$ cat src/rtl/full_adder.sv
// Registered WIDTH-bit ripple-carry adder built from 1-bit full-adder cells.
// Ports: clock, reset (sync, active-high), in_valid, A, B, C_in -> S, C_out, V, out_valid.
module full_adder #(
  parameter int WIDTH = 2
) (
  input  logic             clock,
  input  logic             reset,
  input  logic             in_valid,
  input  logic [WIDTH-1:0] A,
  input  logic [WIDTH-1:0] B,
  input  logic             C_in,
  output logic [WIDTH-1:0] S,
  output logic             C_out,
  output logic             V,
  output logic             out_valid
);

  // One full-adder cell: returns {carry_out, sum}.
  function automatic logic [1:0] fa_cell(
    input logic a,
    input logic b,
    input logic c
  );
    logic s;
    logic co;
    s  = a ^ b ^ c;
    co = (a & b) | (a & c) | (b & c);
    return {co, s};
  endfunction

  logic [WIDTH:0]   carry;
  logic [WIDTH-1:0] sum;

  logic [WIDTH-1:0] s_d, s_q;
  logic             c_out_d, c_out_q;
  logic             v_d, v_q;
  logic             out_valid_d, out_valid_q;

  // Carry chain lives in one block so the ripple stays a single
  // combinational node.
  always_comb begin
    carry    = '0;
    sum      = '0;
    carry[0] = C_in;
    for (int i = 0; i < WIDTH; i++) begin
      {carry[i+1], sum[i]} = fa_cell(A[i], B[i], carry[i]);
    end
  end

  // Results only move on a valid input; otherwise hold so that
  // undriven operands cannot disturb the outputs.
  always_comb begin
    s_d         = s_q;
    c_out_d     = c_out_q;
    v_d         = v_q;
    out_valid_d = 1'b0;
    if (in_valid) begin
      s_d         = sum;
      c_out_d     = carry[WIDTH];
      v_d         = carry[WIDTH-1] ^ carry[WIDTH];
      out_valid_d = 1'b1;
    end
  end

  always_ff @(posedge clock) begin
    if (reset) begin
      s_q         <= '0;
      c_out_q     <= 1'b0;
      v_q         <= 1'b0;
      out_valid_q <= 1'b0;
    end else begin
      s_q         <= s_d;
      c_out_q     <= c_out_d;
      v_q         <= v_d;
      out_valid_q <= out_valid_d;
    end
  end

  assign S         = s_q;
  assign C_out     = c_out_q;
  assign V         = v_q;
  assign out_valid = out_valid_q;

endmodule

$ cat config.mk
export PLATFORM = sky130hd
export DESIGN_NAME = full_adder
export DESIGN_NICKNAME = d
export VERILOG_FILES = /design/src/rtl/full_adder.sv
export SDC_FILE = /design/constraint.sdc
export NUM_CORES = 1
export LEC_CHECK = 0
export CORE_AREA = 2 2 39 41
export CTS_BUF_LIST = sky130_fd_sc_hd__clkbuf_4 sky130_fd_sc_hd__clkbuf_8 sky130_fd_sc_hd__clkbuf_16
export DETAILED_ROUTE_END_ITERATION = 10
export DIE_AREA = 0 0 41 43
export GPL_ROUTABILITY_DRIVEN = 0
export HOLD_SLACK_MARGIN = 0.05
export SETUP_SLACK_MARGIN = 0.02
export SLEW_MARGIN = 15
export SYNTH_ARGS = -nofsm -noshare
export SYNTH_HDL_FRONTEND = slang
export SYNTH_SLANG_ARGS = --single-unit
$ cat constraint.sdc
create_clock -name clock -period 2.09 [get_ports clock]
set_clock_uncertainty 0.15 [all_clocks]
set_input_delay 0.209 -clock clock [delete_from_list [all_inputs] [get_ports clock]]
set_output_delay 0.209 -clock clock [all_outputs]
set_load 0.005 [all_outputs]
======== Word level (Yosys, flattened, before mapping) ========
Cells that the tools add are included.
storage, ports and cells
  word-level logic and storage cells ...... 20
  register bits ........................... 5
  input port bits ......................... 8
  RAM bits ................................ 0
  bits in read-only memories .............. 0
  output and inout bits ................... 5
  bits in latches ......................... 0
  memories ................................ 0
cells by class
  shift operators ......................... 0
  mux-type cells .......................... 1
  reductions and logical operators ........ 0
  $add $sub $neg .......................... 0
  divide/modulo/power cells ............... 0
  eq/ne operators ......................... 0
  multipliers ............................. 0
  bitwise operators ....................... 15
  order comparisons ....................... 0
operator list
  operator     number
  $and 1x1->1  6
  $xor 1x1->1  5
  $or 1x1->1   4
  $mux 1       1

======== Longest topological paths before layout ========
  depth after elaboration ................. 7
  depth in mapped cells ................... 5

======== Worst setup path before layout ========
OpenSTA, ideal clock, no wires.
  kind .................................... input to register
  start point ............................. input port A[0]
  end point ............................... register v_q (netlist: V)
  cell stages on the path ................. 5
  path buffers ............................ 0
  arrival ................................. 1440 ps
  path slack .............................. 421 ps
  cells stage by stage .................... inv_1 > fa_1 > fa_1 > xnor2_1 > a211oi_2
between the ends
  word-level cells in the longest chain between the ends .. 7
  elaborated cells on any way between the ends .. 9
  classes of those cells .................. 9 x bitwise
ends and longest elaborated chain
  element                    RTL line  text
  start: declaration         9         input logic [WIDTH-1:0] A,
  $and 1x1->1                27        co = (a & b) | (a & c) | (b & c);
  $or 1x1->1 * (2 in a row)  27
  $and 1x1->1                27
  $or 1x1->1 (2 in a row)    27
  $xor 1x1->1 *              60        v_d = carry[WIDTH-1] ^ carry[WIDTH];
  end signal: assignment     74        v_q <= v_d;
  end: declaration           36        logic v_d, v_q;
Mark *: on every way between the ends. The rest lies on a longest branch, timed or not.
A chain may end at the register's enable or synchronous reset.

======== Worst setup path after layout ========
Same ends and word-level chain as after synthesis.

==> impl_table.tex <==
\begin{tabular}{lr}
\hline
Metric & Value \\
\hline
\multicolumn{2}{l}{\textbf{Timing}} \\
Max Freq & between 500 and 600 MHz \\
Final sum of negative setup slack & 0 ns \\
Number of endpoints with negative hold slack in the final report & 0 \\
RSZ-0062 raised after global routing & no \\
Max-slew headroom at the worst pin & between 70\% and 80\% \\
Shortest clock period the worst path allows after layout & roughly 1.9 ns \\
Final number of max-transition violations & 0 \\
Crit path setup slack, layout & 0.175 ns \\
Setup violations, final & 0 \\
Post-route fraction of the period consumed by the critical path & 91.6\% \\
Pin slew with the least headroom to its limit & 0.325 ns \\
\multicolumn{2}{l}{\textbf{Min path}} \\
Min-delay worst type & reg2reg \\
\multicolumn{2}{l}{\textbf{Critical path}} \\
R2R Path End & S[1] \\
Startpoint of the lowest-slack register-to-register path & S[1] \\
Worst Reg-to-Reg Cells & 2 \\
Setup crit start kind & primary input \\
Crit path DAT & 1.94 ns \\
Cell-by-cell trace of the critical path & clkdlybuf4s50\_1, inv\_1, fa\_1, fa\_1, xnor2\_1, a211oi\_2 \\
Count of cell instances traversed by the critical path & 6 \\
R2R setup slack & 1.30 ns \\
Critical Path Source & A[0] \\
Total buffers and inverters traversed by the critical path & 2 \\
Crit-path leading delay family & adder cells \\
End point of the critical path & V \\
CP endpoint kind & register \\
Critical Path Slowest Stage Cell & clkdlybuf4s50\_1 \\
Required time worst endpoint & 2.11 ns \\
Library cell appearing most often on the critical path & fa\_1 \\
Worst stage delay on the critical path & 0.45 ns \\
CP max FO & 2 \\
Type of the worst setup path & in2reg \\
\multicolumn{2}{l}{\textbf{Clock tree}} \\
Total of hold buffers inserted after clock tree synthesis & 0 \\
Clk pin slew, worst setup/hold paths & approximately 0.040 ns \\
Cells resized by post-CTS repair & 0 \\
Clock sink count & 5 \\
Insertion delay to the later sink of the worst-skew pair & between 0.2 and 0.3 ns \\
Root buffer cell & clkbuf\_4 \\
CTS max path bufs & 2 \\
Setup fix buffers added after clock tree synthesis & 0 \\
H-tree levels & 1 \\
CTS tree & yes \\
CTS Buf Count & 3 \\
\multicolumn{2}{l}{\textbf{Detailed routing}} \\
DRT antenna net count & 0 \\
Initial DRT Pass Iterations & 4 \\
Post-detailed-route via-to-cell ratio & $\sim$3.6 \\
Number of DRC markers after the initial detailed-route iteration & 7 \\
Post-DR wirelength/cell & between 7 and 8 µm \\
Total Wirelength & 412 µm \\
Count of unresolved DRC violations after routing & 0 \\
Vias after detailed routing & 199 \\
\multicolumn{2}{l}{\textbf{Synthesis}} \\
Library cells used by synthesis & 9 \\
Post-synthesis instance area & $\sim$240 µm² \\
Total nets after synthesis & 33 \\
Post-synthesis area per instance & 10.3 µm² \\
Ys Warns & 0 \\
Sequential-to-total area share from yosys stat & 42.3\% \\
Leading cell types by total area after synthesis & dfxtp\_1 (42\%), fa\_1 (17\%), a211oi\_2 (11\%) \\
Seq cells post-synth & 5 \\
Area share of the largest cell type after synthesis & between 40\% and 50\% \\
Area leader, netlist & dfxtp\_1 \\
Number of cells produced by synthesis & 23 \\
\multicolumn{2}{l}{\textbf{Final layout}} \\
Layout overhead on the synthesized area & 72.0\% \\
Commonest cells after routing, fill and taps aside & clkdlybuf4s50\_1 (12), dfxtp\_1 (5), inv\_1 (5) \\
Most common cell after layout, fill and taps aside & clkdlybuf4s50\_1 \\
Diode count & 0 \\
Number of nets in the layout & 50 \\
Ratio of cells with drive above 1 in the final layout & between 10\% and 20\% \\
\multicolumn{2}{l}{\textbf{Placed design}} \\
Buffers added on ports & 12 \\
Minimum setup slack after placement & -0.0929 ns \\
\multicolumn{2}{l}{\textbf{Floorplan}} \\
Width of the chip & 41 µm \\
Row Count & 14 \\
Initial core utilization & about 17\% \\
Top-Level Pins & 13 \\
Die extent in y & 43 µm \\
Core box area & roughly 1400 µm² \\
Area of the die & around 1800 µm² \\
\multicolumn{2}{l}{\textbf{GRT}} \\
Number of antenna violations at the first check in global routing & 0 \\
Overflow left after global routing & 0 \\
Total track usage & 7.06\% \\
First-pass GRT wire length & 759 µm \\
Via count of the first global-routing pass & around 190 \\
Pin count of the biggest net entering global routing & 10 \\
\multicolumn{2}{l}{\textbf{Run}} \\
\# Max-Cap Violations & 0 \\
\multicolumn{2}{l}{\textbf{Pwr}} \\
Peak supply drop & 211 µV \\
Total power per unit cell area & roughly 720 nW/µm² \\
Total chip power & between 200 and 300 µW \\
LEAKAGE & 0.170 nW \\
\multicolumn{2}{l}{\textbf{Run status}} \\
Run status & finished, final reports clean \\
\hline
\end{tabular}
tightest hold or removal path, cell delays in order, from the launching register on:
cell and delay [ns]:
dfxtp_1 0.31, nor2_1 0.08, a211oi_1 0.05
cells in the mapped netlist:
| cell type | number |
|---|---|
| dfxtp_1 | 5 |
| inv_1 | 5 |
| nor2_1 | 4 |
| a211oi_1 | 2 |
| a211oi_2 | 2 |
| fa_1 | 2 |
| buf_4 | 1 |
| nor2b_1 | 1 |
| xnor2_1 | 1 |
power by group:
part	internal, mW	switching (mW)
clock	0.0853	0.0427
combinational	0.0382	0.0210
sequential	0.104	0.00339
total	0.227	0.0671
how the worst min path moves through the flow:
stage | startpoint | to | slack (ns) | cells after the start
2_1_floorplan | reset | S[1] | 0.12 | 1
3_3_place_gp | C_out | C_out | 0.32 | 2
3_5_place_dp | C_out | C_out | 0.32 | 2
4_1_cts | C_out | C_out | 0.33 | 2
5_1_grt | C_out | C_out | 0.38 | 2
6_report | C_out | C_out | 0.33 | 2
per-layer routing:
layer	vias up	share of wire (%)	GRT usage, %
met3	0	18	7.85
met4	0	0	4.00
li1	104	-	-
met5	-	0	0
met1	77	42	8.79
met2	18	40	6.88
state kept, by name, indices dropped and copies added (netlist names):
register   count
C_out          1
S              2
V              1
out_valid      1
through the flow:
step                      hold WS [ns]  instances  utilization (%)  instance area [µm²]
after floorplan                  0.124         23                -                  236
after global placement           0.323         51             27.2                  377
after detailed placement         0.324         51             27.2                  377
after CTS                        0.330         55             29.4                  407
after global routing             0.380         55             29.4                  407
final                            0.334         55             29.4                  407
final cells by class:
class                           count  area (µm²)
Multi-Input combinational cell     12         110
Tap cell                           16        20.0
Clock buffer                        4        30.0
Timing Repair Buffer               13         128
Sequential cell                     5         100
Inverter                            5        18.8
Fill cell                         153         977
cells by family (layout without fill, tap and decap cells):
kind of cell | count (synthesis) | count (layout) | share of synthesized area [%]
fa+ha+maj | 2 | 2 | 16.9
flops | 5 | 5 | 42.3
buf+inv | 6 | 22 | 11.1
simple gates | 5 | 5 | 8.99
xor+xnor | 1 | 1 | 3.70
compound gates | 4 | 4 | 16.9
(Power assumes the default switching activity.)
